<file path="config.mk">
export PLATFORM = sky130hd
export DESIGN_NAME = rtc_core
export DESIGN_NICKNAME = d
export VERILOG_FILES = /design/src/rtl/rtc_pkg.sv /design/src/rtl/rtc_core_mod_counter.sv /design/src/rtl/rtc_core.sv
export SDC_FILE = /design/constraint.sdc
export NUM_CORES = 1
export LEC_CHECK = 0
export BUFFER_PORTS_ARGS = -buffer_cell sky130_fd_sc_hd__clkbuf_2
export CAP_MARGIN = 20
export CORE_MARGIN = 8
export CORE_UTILIZATION = 51
export CTS_BUF_LIST = sky130_fd_sc_hd__clkbuf_16
export DETAILED_ROUTE_END_ITERATION = 16
export HOLD_SLACK_MARGIN = 0.08
export PLACE_DENSITY = 0.85
export SYNTH_ARGS = -nofsm -noshare
export SYNTH_HDL_FRONTEND = slang
export SYNTH_HIERARCHICAL = 1
export SYNTH_SLANG_ARGS = --single-unit
</file>
<file path="constraint.sdc">
create_clock -name clk -period 3.9 [get_ports clk]
set_input_delay 0 -clock clk [delete_from_list [all_inputs] [get_ports clk]]
set_output_delay 0 -clock clk [all_outputs]
set_load 0.01 [all_outputs]
</file>
<file path="src/rtl/rtc_pkg.sv">
// Shared definitions for the real-time-clock core.
// Provides the time-field widths, their moduli and the packed time record
// used by rtc_core.
package rtc_pkg;

  localparam int HR_W  = 5;
  localparam int MIN_W = 6;
  localparam int SEC_W = 6;

  localparam int HRS  = 24;
  localparam int MINS = 60;
  localparam int SECS = 60;

  typedef struct packed {
    logic [HR_W-1:0]  hr;
    logic [MIN_W-1:0] min;
    logic [SEC_W-1:0] sec;
  } time_t;

endpackage

</file>
<file path="src/rtl/rtc_core_mod_counter.sv">
// Modulo-MOD counter with synchronous clear, parallel load and increment.
// Ports:
//   clk, rst        clock and synchronous active-high reset
//   clr             synchronous clear to 0 (beats ld and inc)
//   ld, ld_val      parallel load (beats inc)
//   inc             count up by one, wrapping MOD-1 -> 0
//   q               current count
//   carry           high while inc is applied at MOD-1 (wrap about to happen)
module mod_counter #(
  parameter int WIDTH = 4,
  parameter int MOD   = 10
) (
  input  logic             clk,
  input  logic             rst,
  input  logic             clr,
  input  logic             ld,
  input  logic [WIDTH-1:0] ld_val,
  input  logic             inc,
  output logic [WIDTH-1:0] q,
  output logic             carry
);

  assign carry = inc & (q == WIDTH'(MOD - 1));

  // NOTE: sequential state uses non-blocking assignments so every register
  // samples the pre-edge values of its neighbours.
  always_ff @(posedge clk) begin
    if (rst || clr) begin
      q <= '0;
    end else if (ld) begin
      q <= ld_val;
    end else if (inc) begin
      q <= carry ? '0 : q + 1'b1;
    end
  end

endmodule

</file>
<file path="src/rtl/rtc_core.sv">
// Real-time-clock core: one authoritative 24 h hh:mm:ss chain advanced by an
// internal prescaler, with a derived 12 h display view, load, per-field set
// increments and an alarm-match pulse.
// Ports:
//   clk, RESET                  clock, synchronous active-high reset
//   en                          run enable (freezes prescaler and time when low)
//   mode12                      1 = 12 h display view, 0 = 24 h
//   ld, ld_hr/ld_min/ld_sec     load strobe and 24 h binary values
//   inc_hr, inc_min             one-cycle set pulses (no carry into next field)
//   al_en, al_hr/al_min         alarm enable and alarm time
//   hr24/min/sec                current time, binary
//   hr_disp, pm, bcd            display hour, PM flag, {hr, min} BCD digits
//   tick_sec, roll_day          pulses: tick advance, midnight rollover
//   ld_err, al_match            pulses: rejected load, alarm hit
module rtc_core
  import rtc_pkg::*;
#(
  parameter int CLK_HZ  = 50_000_000,
  parameter int TICK_HZ = 1
) (
  input  logic             clk,
  input  logic             RESET,
  input  logic             en,
  input  logic             mode12,
  input  logic             ld,
  input  logic [HR_W-1:0]  ld_hr,
  input  logic [MIN_W-1:0] ld_min,
  input  logic [SEC_W-1:0] ld_sec,
  input  logic             inc_hr,
  input  logic             inc_min,
  input  logic             al_en,
  input  logic [HR_W-1:0]  al_hr,
  input  logic [MIN_W-1:0] al_min,
  output logic [HR_W-1:0]  hr24,
  output logic [MIN_W-1:0] min,
  output logic [SEC_W-1:0] sec,
  output logic [HR_W-1:0]  hr_disp,
  output logic             pm,
  output logic [15:0]      bcd,
  output logic             tick_sec,
  output logic             roll_day,
  output logic             ld_err,
  output logic             al_match
);

  localparam int DIV  = CLK_HZ / TICK_HZ;
  localparam int PW   = $clog2(DIV);

  time_t          now;
  logic [PW-1:0]  presc;
  logic           pre_wrap;
  logic           ld_ok, set_hr, set_min, set_any, adv;
  logic           sec_c, min_c, hr_c, min_inc, hr_inc;
  logic [MIN_W-1:0] nxt_min;
  logic [HR_W-1:0]  nxt_hr;
  logic           al_hit;

  function automatic logic [HR_W-1:0] to_12h(input logic [HR_W-1:0] h);
    if (h == '0)                   return HR_W'(12);
    else if (h > HR_W'(12))        return h - HR_W'(12);
    else                           return h;
  endfunction

  function automatic logic [7:0] to_bcd(input logic [5:0] v);
    return {4'(v / 6'd10), 4'(v % 6'd10)};
  endfunction

  // Load beats set pulses, which beat the tick; a blocked tick is dropped.
  assign ld_ok   = ld && (ld_hr <= HR_W'(HRS - 1)) && (ld_min <= MIN_W'(MINS - 1))
                      && (ld_sec <= SEC_W'(SECS - 1));
  assign set_hr  = ~ld & inc_hr;
  assign set_min = ~ld & inc_min;
  assign set_any = set_hr | set_min;
  assign adv     = pre_wrap & ~ld & ~set_any;

  mod_counter #(.WIDTH(PW), .MOD(DIV)) u_presc (
    .clk(clk), .rst(RESET), .clr(ld_ok | set_any), .ld(1'b0), .ld_val('0),
    .inc(en), .q(presc), .carry(pre_wrap)
  );

  mod_counter #(.WIDTH(SEC_W), .MOD(SECS)) u_sec (
    .clk(clk), .rst(RESET), .clr(set_min), .ld(ld_ok), .ld_val(ld_sec),
    .inc(adv), .q(now.sec), .carry(sec_c)
  );

  // A set pulse on minutes may wrap 59 -> 0 but must never carry into hours.
  assign min_inc = sec_c | set_min;
  assign hr_inc  = set_hr | (sec_c & min_c);

  mod_counter #(.WIDTH(MIN_W), .MOD(MINS)) u_min (
    .clk(clk), .rst(RESET), .clr(1'b0), .ld(ld_ok), .ld_val(ld_min),
    .inc(min_inc), .q(now.min), .carry(min_c)
  );

  mod_counter #(.WIDTH(HR_W), .MOD(HRS)) u_hr (
    .clk(clk), .rst(RESET), .clr(1'b0), .ld(ld_ok), .ld_val(ld_hr),
    .inc(hr_inc), .q(now.hr), .carry(hr_c)
  );

  // Alarm compares against the time the advance is about to produce, so the
  // registered pulse lines up with the first cycle that time is visible.
  // The predicted values are always in range, so bad alarm settings never hit.
  assign nxt_min = (now.min == MIN_W'(MINS - 1)) ? '0 : now.min + 1'b1;
  assign nxt_hr  = (now.min != MIN_W'(MINS - 1)) ? now.hr :
                   (now.hr == HR_W'(HRS - 1))    ? '0     : now.hr + 1'b1;
  assign al_hit  = adv & al_en & (now.sec == SEC_W'(SECS - 1))
                 & (nxt_min == al_min) & (nxt_hr == al_hr);

  always_ff @(posedge clk) begin
    if (RESET) begin
      tick_sec <= 1'b0;
      roll_day <= 1'b0;
      ld_err   <= 1'b0;
      al_match <= 1'b0;
    end else begin
      tick_sec <= adv;
      roll_day <= sec_c & min_c & hr_c;
      ld_err   <= ld & ~ld_ok;
      al_match <= al_hit;
    end
  end

  assign hr24    = now.hr;
  assign min     = now.min;
  assign sec     = now.sec;
  assign pm      = (now.hr >= HR_W'(12));
  assign hr_disp = mode12 ? to_12h(now.hr) : now.hr;
  assign bcd     = {to_bcd({1'b0, hr_disp}), to_bcd(now.min)};

endmodule

</file>
==> results of run 1 <==
[through the flow]
step / power [mW] / setup TNS, ns / setup slack, ns / instances / hold WS (ns)
after floorplan: 0.700 / 0 / 0.00425 / 540 / 0.0761
after CTS: 1.23 / 0 / 0.0262 / 727 / 0.0833
after detailed placement: 0.780 / -0.0410 / -0.0366 / 699 / 0.243
after global placement: 0.770 / 0 / 0.133 / 699 / 0.235
after global routing: 1.29 / -0.00651 / -0.00651 / 727 / 0.121
final: 1.24 / 0 / 0.181 / 727 / 0.0827
[power breakdown]
group	leakage [nW]	switching [mW]	internal, mW
sequential	0.382	0.0323	0.497
clock	0.0742	0.200	0.240
combinational	1.48	0.153	0.114
[cell usage in the layout (no fill, tap or decap), types with 12 or more instances in the layout]
cell type	instances
clkbuf_2	75
dfxtp_1	47
nand2_1	46
a21oi_1	38
nor2_1	33
conb_1	32
o21ai_0	26
inv_1	22
nand3_1	21
xnor2_1	21
xor2_1	21
ha_1	17
dlygate4sd3_1	17
nand4_1	14
o22ai_1	12
[sequential cells by signal, indices dropped and copies added, names as in the netlist]
register   count
u_presc/q     26
al_match       1
u_min/q        6
ld_err         1
u_hr/q         5
roll_day       1
tick_sec       1
u_sec/q        6
[area by class of cell]
class	instances	area (µm²)
Clock inverter	3	22.5
Fill cell	652	2760
Timing Repair Buffer	103	628
Sequential cell	47	941
Inverter	24	95.1
Clock buffer	5	125
Tap cell	102	128
Multi-Input combinational cell	443	2910
[layer usage]
layer,wire (µm),share of wire,vias to the layer above,track usage
li1,-,-,2067,-
met1,4750,0.41,1993,0.244
met2,5850,0.51,148,0.363
met3,612,0.053,35,0.0415
met4,323,0.028,0,0.0796
met5,0,0,-,0
[final timing paths]
check,from,to,slack (ns),cells past startpoint
min reg2reg,u_presc/q[6]$_SDFFE_PP0P_,u_presc/q[6]$_SDFFE_PP0P_,0.59,2
max,u_presc/q[16]$_SDFFE_PP0P_,u_hr/q[3]$_SDFFE_PP0P_,0.18,14
max reg2reg,u_presc/q[16]$_SDFFE_PP0P_,u_hr/q[3]$_SDFFE_PP0P_,0.18,14
min,ld_min[4],u_min/q[4]$_SDFFE_PP0P_,0.08,4
[worst max-delay path, cell delays in order, from the launching register on]
cell and delay, ns:
dfxtp_1 0.36, or4b_1 0.56, or4_4 0.56, nor2_4 0.11
nor4b_4 0.26, nand4_2 0.16, nor3b_4 0.21, or2_4 0.15
nand4_2 0.10, nor3b_2 0.23, nand2_1 0.14, o21ai_4 0.12
nand4_1 0.15, or3b_1 0.39, a21oi_1 0.13
[what timing repair did]
item / 4_1_cts / 5_1_grt
hold endpoints to repair: 19 / 0
buffers inserted: 3 / 0
resized for setup: 3 / 2
hold buffers: 17 / 0
endpoints found under the setup margin: 2 / 3
pin swaps: 4 / 3
[kinds of logic (layout without fill, tap and decap cells)]
family                     count (synthesis)  in the layout
other                                      1             32
adders and majority gates                 17             17
DFF                                       47             47
xor gates and xnor gates                  42             42
AOI/OAI and AO/OA                        130            130
buffers and inverters                     50            135
muxes                                      6              6
and+or+nand+nor                          216            216
==> metrics, run 1 <==
ys flop type=dfxtp_1; largest family of logic cells by synthesized area=simple AND/OR/NAND/NOR gates; Synth Register Bits=47; ys async rst share=0; count of input and output buffers=75; total number of vias=4,243; number of global-route vias before repair=4,205; count leader, synth=dfxtp_1; Yosys top cell area share=0.239; Min-Delay Path Class=primary input to register; DIE WIDTH=104 µm; CTS Sinks=47; CTS buffer count=5; period utilisation layout=0.954; die area=0.0108 mm²; sequential fraction of the synthesis area=0.239; post-synthesis xor/xnor area fraction=0.0933; Post-synth EDFFs=0; total detailed-routing wirelength=11.5 mm; Core Util, Final=0.637; Clock Skews=0.00721 ns; routed vias/inst=5.84; Worst IR Drop VDD=188 µV; # setup viols final=0; GPL Wtd Cong=0.913; maxcap violations=0; DP Area=0.00449 mm²; largest net degree at the start of global routing=36; Req. time, crit path=4.12 ns; H-tree depth=2; Worst-path clk slew=0.07 ns; Slew Limit Headroom=0.363; DR WL/cell=15.9 µm; Worst Max-Slew Pin Slew=0.952 ns; initial antenna violation count=0; nets=677; Clock Tree Root=clkbuf_16; Worst Setup End Kind=register; Placement Rows=32; post-synthesis compound-gate area fraction=0.222; post-route cell area=0.00485 mm²; GRT Total Usage=0.208; outcome=completed; Die Ht=104 µm; First-pass DRT Iterations=5; Routed Antenna Nets=0; synthesis-to-finish area growth=23.0%; Synth area leader=dfxtp_1; clock buffer depth=2; Leak Pwr=1.94 nW; total gr overflow=0; Avg Cell Area, Syn=7.74 µm²; adder-cell share of the synthesized area=0.0540; crit path kind=register to register; Starting Density=0.518; first-pass GRT wire length=19.6 mm; worst-path maximum fanout=6; Worst EP arrival=3.94 ns; mux cell area share after synthesis=0.0165; antenna cells=0; DRC=0; # IOs=79; share of cells above drive strength 1=0.187; Synth Area in Simple Gates=0.310; Max Freq=269 MHz; synth warn=6; detailed placement HPWL=8.03 mm; top post-synthesis cells by area=dfxtp_1 24%, ha_1 5.4%, a21oi_1 4.8%, xnor2_1 4.7%, xor2_1 4.7%; Final Max Slew Viols=0; Final min period=3.72 ns; Cells after Synth=509; Fin. Hold Viols=0; pwr/cell area=255 mW/mm²; Unique masters post-synth=72; Critical Path Start Type=register; core area=0.00761 mm²; Worst-Skew Late Latency=0.29 ns; CTS tree=yes; list of most frequent post-synthesis cells=47 x dfxtp_1, 46 x nand2_1, 38 x a21oi_1, 34 x nor2_1, 27 x o21ai_0; synthesized area=0.00394 mm²; DRT iter0 DRCs=273
Note: power is estimated with default switching activity, not from simulation.
==> run 2, diff against run 1 <==
--- a/config.mk
+++ b/config.mk
@@ -8,11 +8,11 @@
 export BUFFER_PORTS_ARGS = -buffer_cell sky130_fd_sc_hd__clkbuf_2
 export CAP_MARGIN = 20
 export CORE_MARGIN = 8
-export CORE_UTILIZATION = 51
+export CORE_UTILIZATION = 45
 export CTS_BUF_LIST = sky130_fd_sc_hd__clkbuf_16
 export DETAILED_ROUTE_END_ITERATION = 16
 export HOLD_SLACK_MARGIN = 0.08
-export PLACE_DENSITY = 0.85
+export PLACE_DENSITY = 0.77
 export SYNTH_ARGS = -nofsm -noshare
 export SYNTH_HDL_FRONTEND = slang
 export SYNTH_HIERARCHICAL = 1
==> run 2 against run 1 <==
  * Non-clock buffer count rose by 2
  * Highest routed layer unchanged
  * Die area rose by 11%
  * Via count decreased by 1.5%
  * Critical path type unchanged
  * Global-route usage fell by 3.0 points
  * Design area is 0.36% higher
  * Worst hold slack better by 0.0038 ns
  * Combinational power fell by 1%
==> metrics, run 2 (synthesis results as in run 1) <==
Detail Route met3 WL=573 µm (was 612 µm); flip-flop count of the largest register after layout=26 (unchanged); pwr/cell area=248 mW/mm² (was 255 mW/mm²); crit path kind=register to register (unchanged); CTS buffer count=5 (unchanged); Worst EP arrival=3.90 ns (was 3.94 ns); commonest non-fill, non-tap cell in the layout=clkbuf_2 (unchanged); Starting Density=0.459 (was 0.518); # setup viols final=0 (unchanged); Clock Tree Root=clkbuf_16 (unchanged); total gr overflow=0 (unchanged); core area=0.00859 mm² (was 0.00761 mm²); DIE WIDTH=110 µm (was 104 µm); First-pass DRT Iterations=5 (unchanged); routed vias/inst=5.69 (was 5.84); DRT met1 WL=4.78 mm (was 4.75 mm); period utilisation layout=0.945 (was 0.954); CTS tree=yes (unchanged); count of input and output buffers=75 (unchanged); GRT Total Usage=0.177 (was 0.208); synthesis-to-finish area growth=23.5% (was 23.0%); Worst-path clk slew=0.07 ns (about the same); R2R Path End=u_hr/q[4]$_SDFFE_PP0P_ (was u_hr/q[3]$_SDFFE_PP0P_); DP Cell Count=706 (was 699); WHS=0.0865 ns (was 0.0827 ns); first-pass GRT wire length=18.0 mm (was 19.6 mm); crit path buf inv count=0 (unchanged); r2r startpoint=u_presc/q[24]$_SDFFE_PP0P_ (was u_presc/q[16]$_SDFFE_PP0P_); detailed placement HPWL=8.00 mm (was 8.03 mm); Most flops, register=u_presc/q (unchanged); Worst Max-Slew Pin Slew=0.883 ns (was 0.952 ns); Worst Setup End Kind=register (unchanged); die area=0.0120 mm² (was 0.0108 mm²); DRC=0 (unchanged); DRT iter0 DRCs=365 (was 273); CTS Sinks=47 (unchanged); H-tree depth=2 (unchanged); total number of vias=4,178 (was 4,243); Req. time, crit path=4.12 ns (about the same); RSZ-0062 raised after global routing=false; Clock Skews=0.00813 ns (was 0.00721 ns); number of global-route vias before repair=3,934 (was 4,205); most frequent cells in the layout=75 x clkbuf_2, 47 x dfxtp_1, 45 x nand2_1 (was 75 x clkbuf_2, 47 x dfxtp_1, 46 x nand2_1); maxcap violations=0 (unchanged); # IOs=79 (unchanged); Critical Path Start Type=register (unchanged); initial antenna violation count=0 (unchanged); CP Cell Sequence=or4b_4 > or4_4 > nor2_4 > nor4b_4 > nand4_2 > nor3b_4 > or2_4 > nand4_2 > nor3b_2 > nand2_2 > o21ai_4 > nand3_2 > or3b_1 > a31oi_1 (was or4b_1 > or4_4 > nor2_4 > nor4b_4 > nand4_2 > nor3b_4 > or2_4 > nand4_2 > nor3b_2 > nand2_1 > o21ai_4 > nand4_1 > or3b_1 > a21oi_1); flop2flop setup slack=0.22 ns (was 0.18 ns); worst-path maximum fanout=5 (was 6); top layer in use=met4 (unchanged); Placement Rows=34 (was 32); Fin. Hold Viols=0 (unchanged); Worst path slowest cell=or4b_4 (was or4b_1); outcome=completed (unchanged); most frequent CP cell=nand4_2 (unchanged); crit path from=u_presc/q[24]$_SDFFE_PP0P_ (was u_presc/q[16]$_SDFFE_PP0P_); share of cells above drive strength 1=0.196 (was 0.187); Core Util, Final=0.566 (was 0.637); Final Max Slew Viols=0 (unchanged); Worst IR Drop VDD=161 µV (was 188 µV); Min-Delay Path Class=primary input to register (unchanged); final setup margin=0.216 ns (was 0.181 ns); Cell Count, Final, Fillers Out=734 (was 727); cell depth of the worst setup path=14 (unchanged); clock buffer depth=2 (unchanged); DP Area=0.00450 mm² (was 0.00449 mm²); DR WL/cell=14.9 µm (was 15.9 µm); cells on worst reg2reg path=14 (unchanged); Fillers=785 (was 652); post-route cell area=0.00487 mm² (was 0.00485 mm²); setup_tns=0 ns (unchanged); Die Ht=110 µm (was 104 µm); Design Power=1.20 mW (was 1.24 mW); Routed Antenna Nets=0 (unchanged); Final min period=3.68 ns (was 3.72 ns); met2 WL post-DR=5.36 mm (was 5.85 mm); top cell family by delay on the critical path=simple AND/OR/NAND/NOR gates (unchanged); Placement Setup Slack=0.0409 ns (was -0.0366 ns); nets=679 (was 677); largest net degree at the start of global routing=37 (was 36); Max Freq=271 MHz (was 269 MHz); total detailed-routing wirelength=10.9 mm (was 11.5 mm); top flop regs=u_presc/q x26, u_min/q x6, u_sec/q x6 (unchanged); antenna cells=0 (unchanged); Slew Limit Headroom=0.409 (was 0.363); Critical Path Max Stage Delay=0.56 ns (about the same); Leak Pwr=1.95 nW (was 1.94 nW); GPL Wtd Cong=0.859 (was 0.913); Worst-Skew Late Latency=0.29 ns (about the same); crit path to=u_hr/q[4]$_SDFFE_PP0P_ (was u_hr/q[3]$_SDFFE_PP0P_)
-- run 2: what timing repair did --
action | CTS | global route
hold buffers | 15 | 0
hold endpoints to repair | 17 | 0
endpoints found under the setup margin | 0 | 4
gates resized for setup | 0 | 9
setup buffers | 0 | 6
-- run 2: worst reg2reg max path, stage by stage, from the launching register on --
cell,delay (ns)
dfxtp_1,0.34
or4b_4,0.56
or4_4,0.54
nor2_4,0.11
nor4b_4,0.26
nand4_2,0.16
nor3b_4,0.22
or2_4,0.18
nand4_2,0.10
nor3b_2,0.27
nand2_2,0.11
o21ai_4,0.10
nand3_2,0.12
or3b_1,0.38
a31oi_1,0.17
-- run 2: worst min-delay path by stage --
stage                     startpoint                        end  depth (start not counted)
after floorplan                RESET        roll_day$_SDFF_PP0_                          1
after global placement     ld_sec[1]    u_sec/q[1]$_SDFFE_PP0P_                          3
after detailed placement    ld_hr[1]     u_hr/q[1]$_SDFFE_PP0P_                          2
after CTS                  ld_sec[4]    u_sec/q[4]$_SDFFE_PP0P_                          4
after global routing              en  u_presc/q[1]$_SDFFE_PP0P_                          3
final                       al_hr[3]        al_match$_SDFF_PP0_                          3
-- run 2: area by class of cell --
class / instances / area [µm²] / share of cell area
Sequential cell: 47 / 941 / 0.193
Timing Repair Buffer: 105 / 638 / 0.131
Inverter: 24 / 95.1 / 0.0195
Clock buffer: 5 / 125 / 0.0257
Clock inverter: 2 / 8.76 / 0.00180
Tap cell: 108 / 135 / 0.0278
Multi-Input combinational cell: 443 / 2920 / 0.601
-- run 2: where the power goes --
part	internal [mW]	leakage (nW)	switching [mW]
Clock	0.231	0.0671	0.183
Combinational	0.115	1.50	0.147
Sequential	0.497	0.382	0.0308
-- run 2: per-layer routing --
| layer | track usage | vias up |
|---|---|---|
| li1 | - | 2066 |
| met1 | 0.223 | 1930 |
| met2 | 0.301 | 161 |
| met3 | 0.0264 | 21 |
| met4 | 0.0608 | 0 |
| met5 | 0 | - |
